### src/rtl/core_pkg.sv
// Shared definitions for the store path: funct3 store encodings, the buffered
// entry layout and the drain FSM state type.
package core_pkg;

  localparam int SB_AW   = 32;
  localparam int SB_DW   = 32;
  localparam int SB_BE_W = SB_DW / 8;

  localparam logic [2:0] F3_SB = 3'b000;
  localparam logic [2:0] F3_SH = 3'b001;
  localparam logic [2:0] F3_SW = 3'b010;

  typedef struct packed {
    logic [SB_AW-1:0]   addr;
    logic [SB_DW-1:0]   wdata;
    logic [SB_BE_W-1:0] be;
  } store_entry_t;

  typedef enum logic {
    IDLE = 1'b0,
    REQ  = 1'b1
  } drain_state_t;

  // Natural alignment: halfwords on even addresses, words on multiples of four.
  function automatic logic store_legal(input logic [2:0] funct3, input logic [1:0] addr_lo);
    logic ok;
    ok = 1'b0;
    case (funct3)
      F3_SB:   ok = 1'b1;
      F3_SH:   ok = ~addr_lo[0];
      F3_SW:   ok = (addr_lo == 2'b00);
      default: ok = 1'b0;
    endcase
    return ok;
  endfunction

endpackage

### src/rtl/sync_fifo.sv
// Single-clock FIFO with occupancy count; push is ignored when full and pop
// when empty. Read data is the head entry, available combinationally.
module sync_fifo #(
  parameter  int DEPTH = 4,
  parameter  int WIDTH = 8,
  localparam int PW    = $clog2(DEPTH),
  localparam int CW    = $clog2(DEPTH + 1)
) (
  input  logic             clk,
  input  logic             rst,
  input  logic             push,
  input  logic             pop,
  input  logic [WIDTH-1:0] wdata,
  output logic [WIDTH-1:0] rdata,
  output logic [CW-1:0]    count,
  output logic             full,
  output logic             empty
);

  logic [WIDTH-1:0] mem [DEPTH];
  logic [PW-1:0]    wr_ptr;
  logic [PW-1:0]    rd_ptr;
  logic             do_push;
  logic             do_pop;

  assign full    = (count == CW'(DEPTH));
  assign empty   = (count == '0);
  assign do_push = push && !full;
  assign do_pop  = pop && !empty;
  assign rdata   = mem[rd_ptr];

  // NOTE: storage is not reset; count and pointers alone define what is valid.
  always_ff @(posedge clk) begin
    if (do_push) mem[wr_ptr] <= wdata;
  end

  // DEPTH is a power of two, so the pointers wrap by plain overflow.
  always_ff @(posedge clk or posedge rst) begin
    if (rst) begin
      wr_ptr <= '0;
      rd_ptr <= '0;
      count  <= '0;
    end else begin
      if (do_push) wr_ptr <= wr_ptr + PW'(1);
      if (do_pop)  rd_ptr <= rd_ptr + PW'(1);
      case ({do_push, do_pop})
        2'b10:   count <= count + CW'(1);
        2'b01:   count <= count - CW'(1);
        default: count <= count;
      endcase
    end
  end

endmodule

### src/rtl/store_buffer.sv
// Store buffer: validates and lane-aligns pipeline stores, queues them, and
// drains them in order to data memory over a req/ack handshake.
module store_buffer
  import core_pkg::*;
#(
  parameter int DEPTH = 4,
  parameter int AW    = SB_AW,
  parameter int DW    = SB_DW
) (
  input  logic          clk,
  input  logic          rst,
  input  logic          st_valid,
  input  logic [AW-1:0] st_addr,
  input  logic [DW-1:0] st_data,
  input  logic [2:0]    st_funct3,
  output logic          st_ready,
  output logic          st_err,
  output logic          mem_req,
  output logic [AW-1:0] mem_addr,
  output logic [DW-1:0] mem_wdata,
  output logic [3:0]    mem_be,
  input  logic          mem_ack,
  output logic          drained
);

  localparam int CW = $clog2(DEPTH + 1);

  drain_state_t state, next_state;
  store_entry_t new_entry, head;
  logic [CW-1:0] count;
  logic          full, empty;
  logic          legal, push, pop;

  assign legal    = store_legal(st_funct3, st_addr[1:0]);
  assign st_ready = ~full;
  assign push     = st_valid && st_ready && legal;

  // Alignment is done once at enqueue so the drain side only replays entries.
  always_comb begin
    new_entry      = '0;
    new_entry.addr = SB_AW'({st_addr[AW-1:2], 2'b00});
    case (st_funct3)
      F3_SB: begin
        new_entry.wdata = {4{st_data[7:0]}};
        new_entry.be    = 4'b0001 << st_addr[1:0];
      end
      F3_SH: begin
        new_entry.wdata = {2{st_data[15:0]}};
        new_entry.be    = st_addr[1] ? 4'b1100 : 4'b0011;
      end
      default: begin
        new_entry.wdata = SB_DW'(st_data);
        new_entry.be    = 4'b1111;
      end
    endcase
  end

  sync_fifo #(
    .DEPTH (DEPTH),
    .WIDTH ($bits(store_entry_t))
  ) u_fifo (
    .clk   (clk),
    .rst   (rst),
    .push  (push),
    .pop   (pop),
    .wdata (new_entry),
    .rdata (head),
    .count (count),
    .full  (full),
    .empty (empty)
  );

  // NOTE: state and the error flag use non-blocking assignments so every
  // register samples pre-edge values; combinational blocks use blocking.
  always_ff @(posedge clk or posedge rst) begin
    if (rst) begin
      state  <= IDLE;
      st_err <= 1'b0;
    end else begin
      state  <= next_state;
      st_err <= st_valid && st_ready && !legal;
    end
  end

  // Memory outputs are decoded from state so a reset drops them without a clock.
  always_comb begin
    next_state = state;
    pop        = 1'b0;
    mem_req    = 1'b0;
    mem_addr   = '0;
    mem_wdata  = '0;
    mem_be     = '0;
    case (state)
      IDLE: begin
        if (!empty) next_state = REQ;
      end
      REQ: begin
        mem_req   = 1'b1;
        mem_addr  = AW'(head.addr);
        mem_wdata = DW'(head.wdata);
        mem_be    = head.be;
        if (mem_ack) begin
          pop = 1'b1;
          // Occupancy after this edge is count - 1 + push.
          if (!((count > CW'(1)) || push)) next_state = IDLE;
        end
      end
      default: next_state = IDLE;
    endcase
  end

  assign drained = empty && (state == IDLE);

endmodule

### config.mk
export PLATFORM = sky130hd
export DESIGN_NAME = store_buffer
export DESIGN_NICKNAME = d
export VERILOG_FILES = /design/src/rtl/core_pkg.sv /design/src/rtl/sync_fifo.sv /design/src/rtl/store_buffer.sv
export SDC_FILE = /design/constraint.sdc
export NUM_CORES = 1
export LEC_CHECK = 0
export CORE_MARGIN = 10
export CORE_UTILIZATION = 59
export CTS_CLUSTER_DIAMETER = 30
export DETAILED_ROUTE_END_ITERATION = 7
export GPL_TIMING_DRIVEN = 0
export PLACE_DENSITY_LB_ADDON = 0.15
export SETUP_SLACK_MARGIN = 0.2
export SLEW_MARGIN = 20
export SYNTH_ARGS = -nofsm -noshare
export SYNTH_HDL_FRONTEND = slang
export SYNTH_SLANG_ARGS = --single-unit
### constraint.sdc
create_clock -name clk -period 6.8 [get_ports clk]
set_input_delay 1.02 -clock clk [delete_from_list [all_inputs] [get_ports clk]]
set_output_delay 1.02 -clock clk [all_outputs]
set_load 0.03 [all_outputs]
==> run metrics <==
status complete, no violations; CP cell instances clkbuf_1 -> clkbuf_1 -> and2_1 -> clkdlybuf4s50_1; number of H-tree levels 2; TritonCTS clock tree built; r2r setup slk roughly 4.5 ns; Avg Inst Size Synth 20.9 µm²; vias per cell 5.79; Unique masters post-synth 32; crit path buf inv count 3; most frequent cells in the layout 264 x edfxtp_1, 140 x clkdlybuf4s50_1, 66 x mux4_2, 66 x and2_1, 45 x clkbuf_16; RR Startpoint u_fifo.count[0]; power after layout 6.66 mW; HP Class reg -> reg; initial antenna violation count 0; Ys Warns 0; Fin Setup TNS 0 ns; cell count after synthesis 523; Peak supply drop 0.299 mV; RR Endpoint u_fifo.mem[3][42]; most common cell after layout, fill and taps aside edfxtp_1; worst path arrival time ~2.8 ns; Die ar. around 24000 µm²; WHS Path Cells 1; R2R depth 6; Wirelength per Cell 24.1 µm; share of layout cells above drive strength 1 0.237; Num CTS Buffers 44; vias 5666; largest net degree at the start of global routing between 40 and 50; Die H 156 µm; Setup Crit Path Kind reg -> out; PwrDens 468 nW/µm²; synth-to-layout area growth 30.4%; most used cell, CP clkbuf_1; gr ovfl total 0; vias in the first global route 6334; main flop type after synthesis edfxtp_1; Slew headroom 0.387; Post-CTS Setup Repair Bufs 0; # DRC 0; hold_sp u_fifo.count[2]; Final Hold Fails 0; Port-buffer cells 140; Tot GR Track Use 0.195; register area 8150 µm²; post-CTS sizing 0; fillcell total 936; core area 18100 µm²; Starting DRT DRC Count between 400 and 500; Crit path max-delay family buffers and inverters; n_diodes 0; Final Max Slew Viols 0; Clock Root Buffer clkbuf_16; CP max-delay cell clkdlybuf4s50_1; Worst-path clk slew 0.05 ns; Hold Path End u_fifo.count[2]; Final Cycle Share 0.560; number of synthesized flops with an enable pin 264; Initial Util 0.604; f_max approximately 260 MHz; Multi-input gate area 2580 µm²; synthesized area around 11000 µm²; post-route ant nets 0; RePlAce Congestion a little over 0.8; Layout Nets 793; endpoint class of the critical path primary output; Req. time, crit path 5.78 ns; crit-path max FO 10; sequential-to-total area share from yosys stat 0.746; Clock Path Buffers 3; Pleak 4.79 nW; WL final around 24000 µm; Detailed Routing Iterations Pass 1 5; Post-synth ARST share 0.0330; clock latency on the worst-skew pair 0.52 ns; Final min period roughly 3.8 ns; Startpoint Class flip-flop; post-DP HPWL 14800 µm; Hold Buf Count CTS 0; RSZ-0062 raised after global routing no; Core Rows 49; Worst-Margin Slew 0.914 ns; maxcap violations 0; Final Skew around 0.012 ns; chip width between 150 and 200 µm; Final setup viols 0; Num Clock Sinks 273; I/O pins about 140; first-pass GRT wire length 36300 µm; #FFs+latches synth around 270; Largest stage delay, worst path 0.67 ns
==> routing by layer <==
metal  vias to the layer above  track usage  wire (µm)
met1                      2933        0.243       9380
met3                        44       0.0452       1510
li1                       2497            -          -
met4                         0       0.0692        566
met5                         -            0          0
met2                       192        0.330      12100
==> synthesized netlist by cell type (4+ instances only) <==
| library cell | instances | share of area |
|---|---|---|
| nor2_1 | 12 | 0.0041 |
| mux4_2 | 66 | 0.14 |
| inv_1 | 7 | 0.0024 |
| edfxtp_1 | 264 | 0.73 |
| o21ai_0 | 5 | 0.0023 |
| a21oi_1 | 8 | 0.0037 |
| clkbuf_1 | 9 | 0.0031 |
| mux2i_1 | 9 | 0.0082 |
| xnor2_1 | 4 | 0.0032 |
| ha_1 | 8 | 0.0092 |
| dfrtp_1 | 9 | 0.021 |
| buf_4 | 4 | 0.0027 |
| buf_2 | 7 | 0.0032 |
| and2_1 | 70 | 0.040 |
| mux2_2 | 17 | 0.018 |
==> where the power goes <==
group / total [mW] / internal (mW) / switching, mW
Sequential: 2.02 / 1.97 / 0.0492
Combinational: 2.42 / 1.12 / 1.30
Clock: 2.22 / 1.45 / 0.768
==> state kept, by name (all words and copies together), names as in the netlist <==
signal         flops
st_err             1
u_fifo.wr_ptr      2
u_fifo.count       3
u_fifo.mem       264
state              1
u_fifo.rd_ptr      2
==> worst max-delay path by stage <==
stage | startpoint | endpoint | slack, ns | cells past startpoint
6_report | state | mem_addr[26] | 2.99 | 4
5_1_grt | state | mem_addr[23] | 2.85 | 4
4_1_cts | state | mem_addr[23] | 2.96 | 4
3_5_place_dp | st_funct3[2] | u_fifo.mem[2][33] | 3.34 | 5
3_3_place_gp | st_funct3[0] | u_fifo.mem[1][42] | 1.32 | 4
2_1_floorplan | st_funct3[0] | u_fifo.mem[0][0] | 3.15 | 3
==> metrics by stage <==
step	hold slack [ns]	util	setup slack, ns	area (µm²)	instances
finish	0.530	0.788	2.99	14200	979
global route	0.551	0.788	2.85	14200	979
CTS	0.535	0.788	2.96	14200	979
detailed placement	0.509	0.704	3.34	12700	897
global placement	0.487	0.697	1.32	12600	893
floorplan	0.473	-	3.15	10900	524
==> cells by family (layout without fill, tap and decap cells) <==
| logic type | Yosys count | after routing | share of synthesized area |
|---|---|---|---|
| adders and majority gates | 8 | 8 | 0.00916 |
| DFF | 273 | 273 | 0.746 |
| muxes | 92 | 92 | 0.162 |
| buffers and inverters | 34 | 260 | 0.0190 |
| AOI/OAI and AO/OA | 16 | 16 | 0.00836 |
| and+or+nand+nor | 93 | 93 | 0.0501 |
| other | 1 | 2 | 0.000343 |
| xor gates and xnor gates | 6 | 6 | 0.00481 |
==> layout make-up <==
type | count | share of cell area
buffer | 27 | 0.0127
clock buffer | 51 | 0.0806
clock inverter | 31 | 0.0256
inverter | 7 | 0.00184
multi-input combinational | 217 | 0.181
sequential | 273 | 0.572
tap | 229 | 0.0201
timing repair buffer | 144 | 0.106
(Power assumes the default switching activity.)
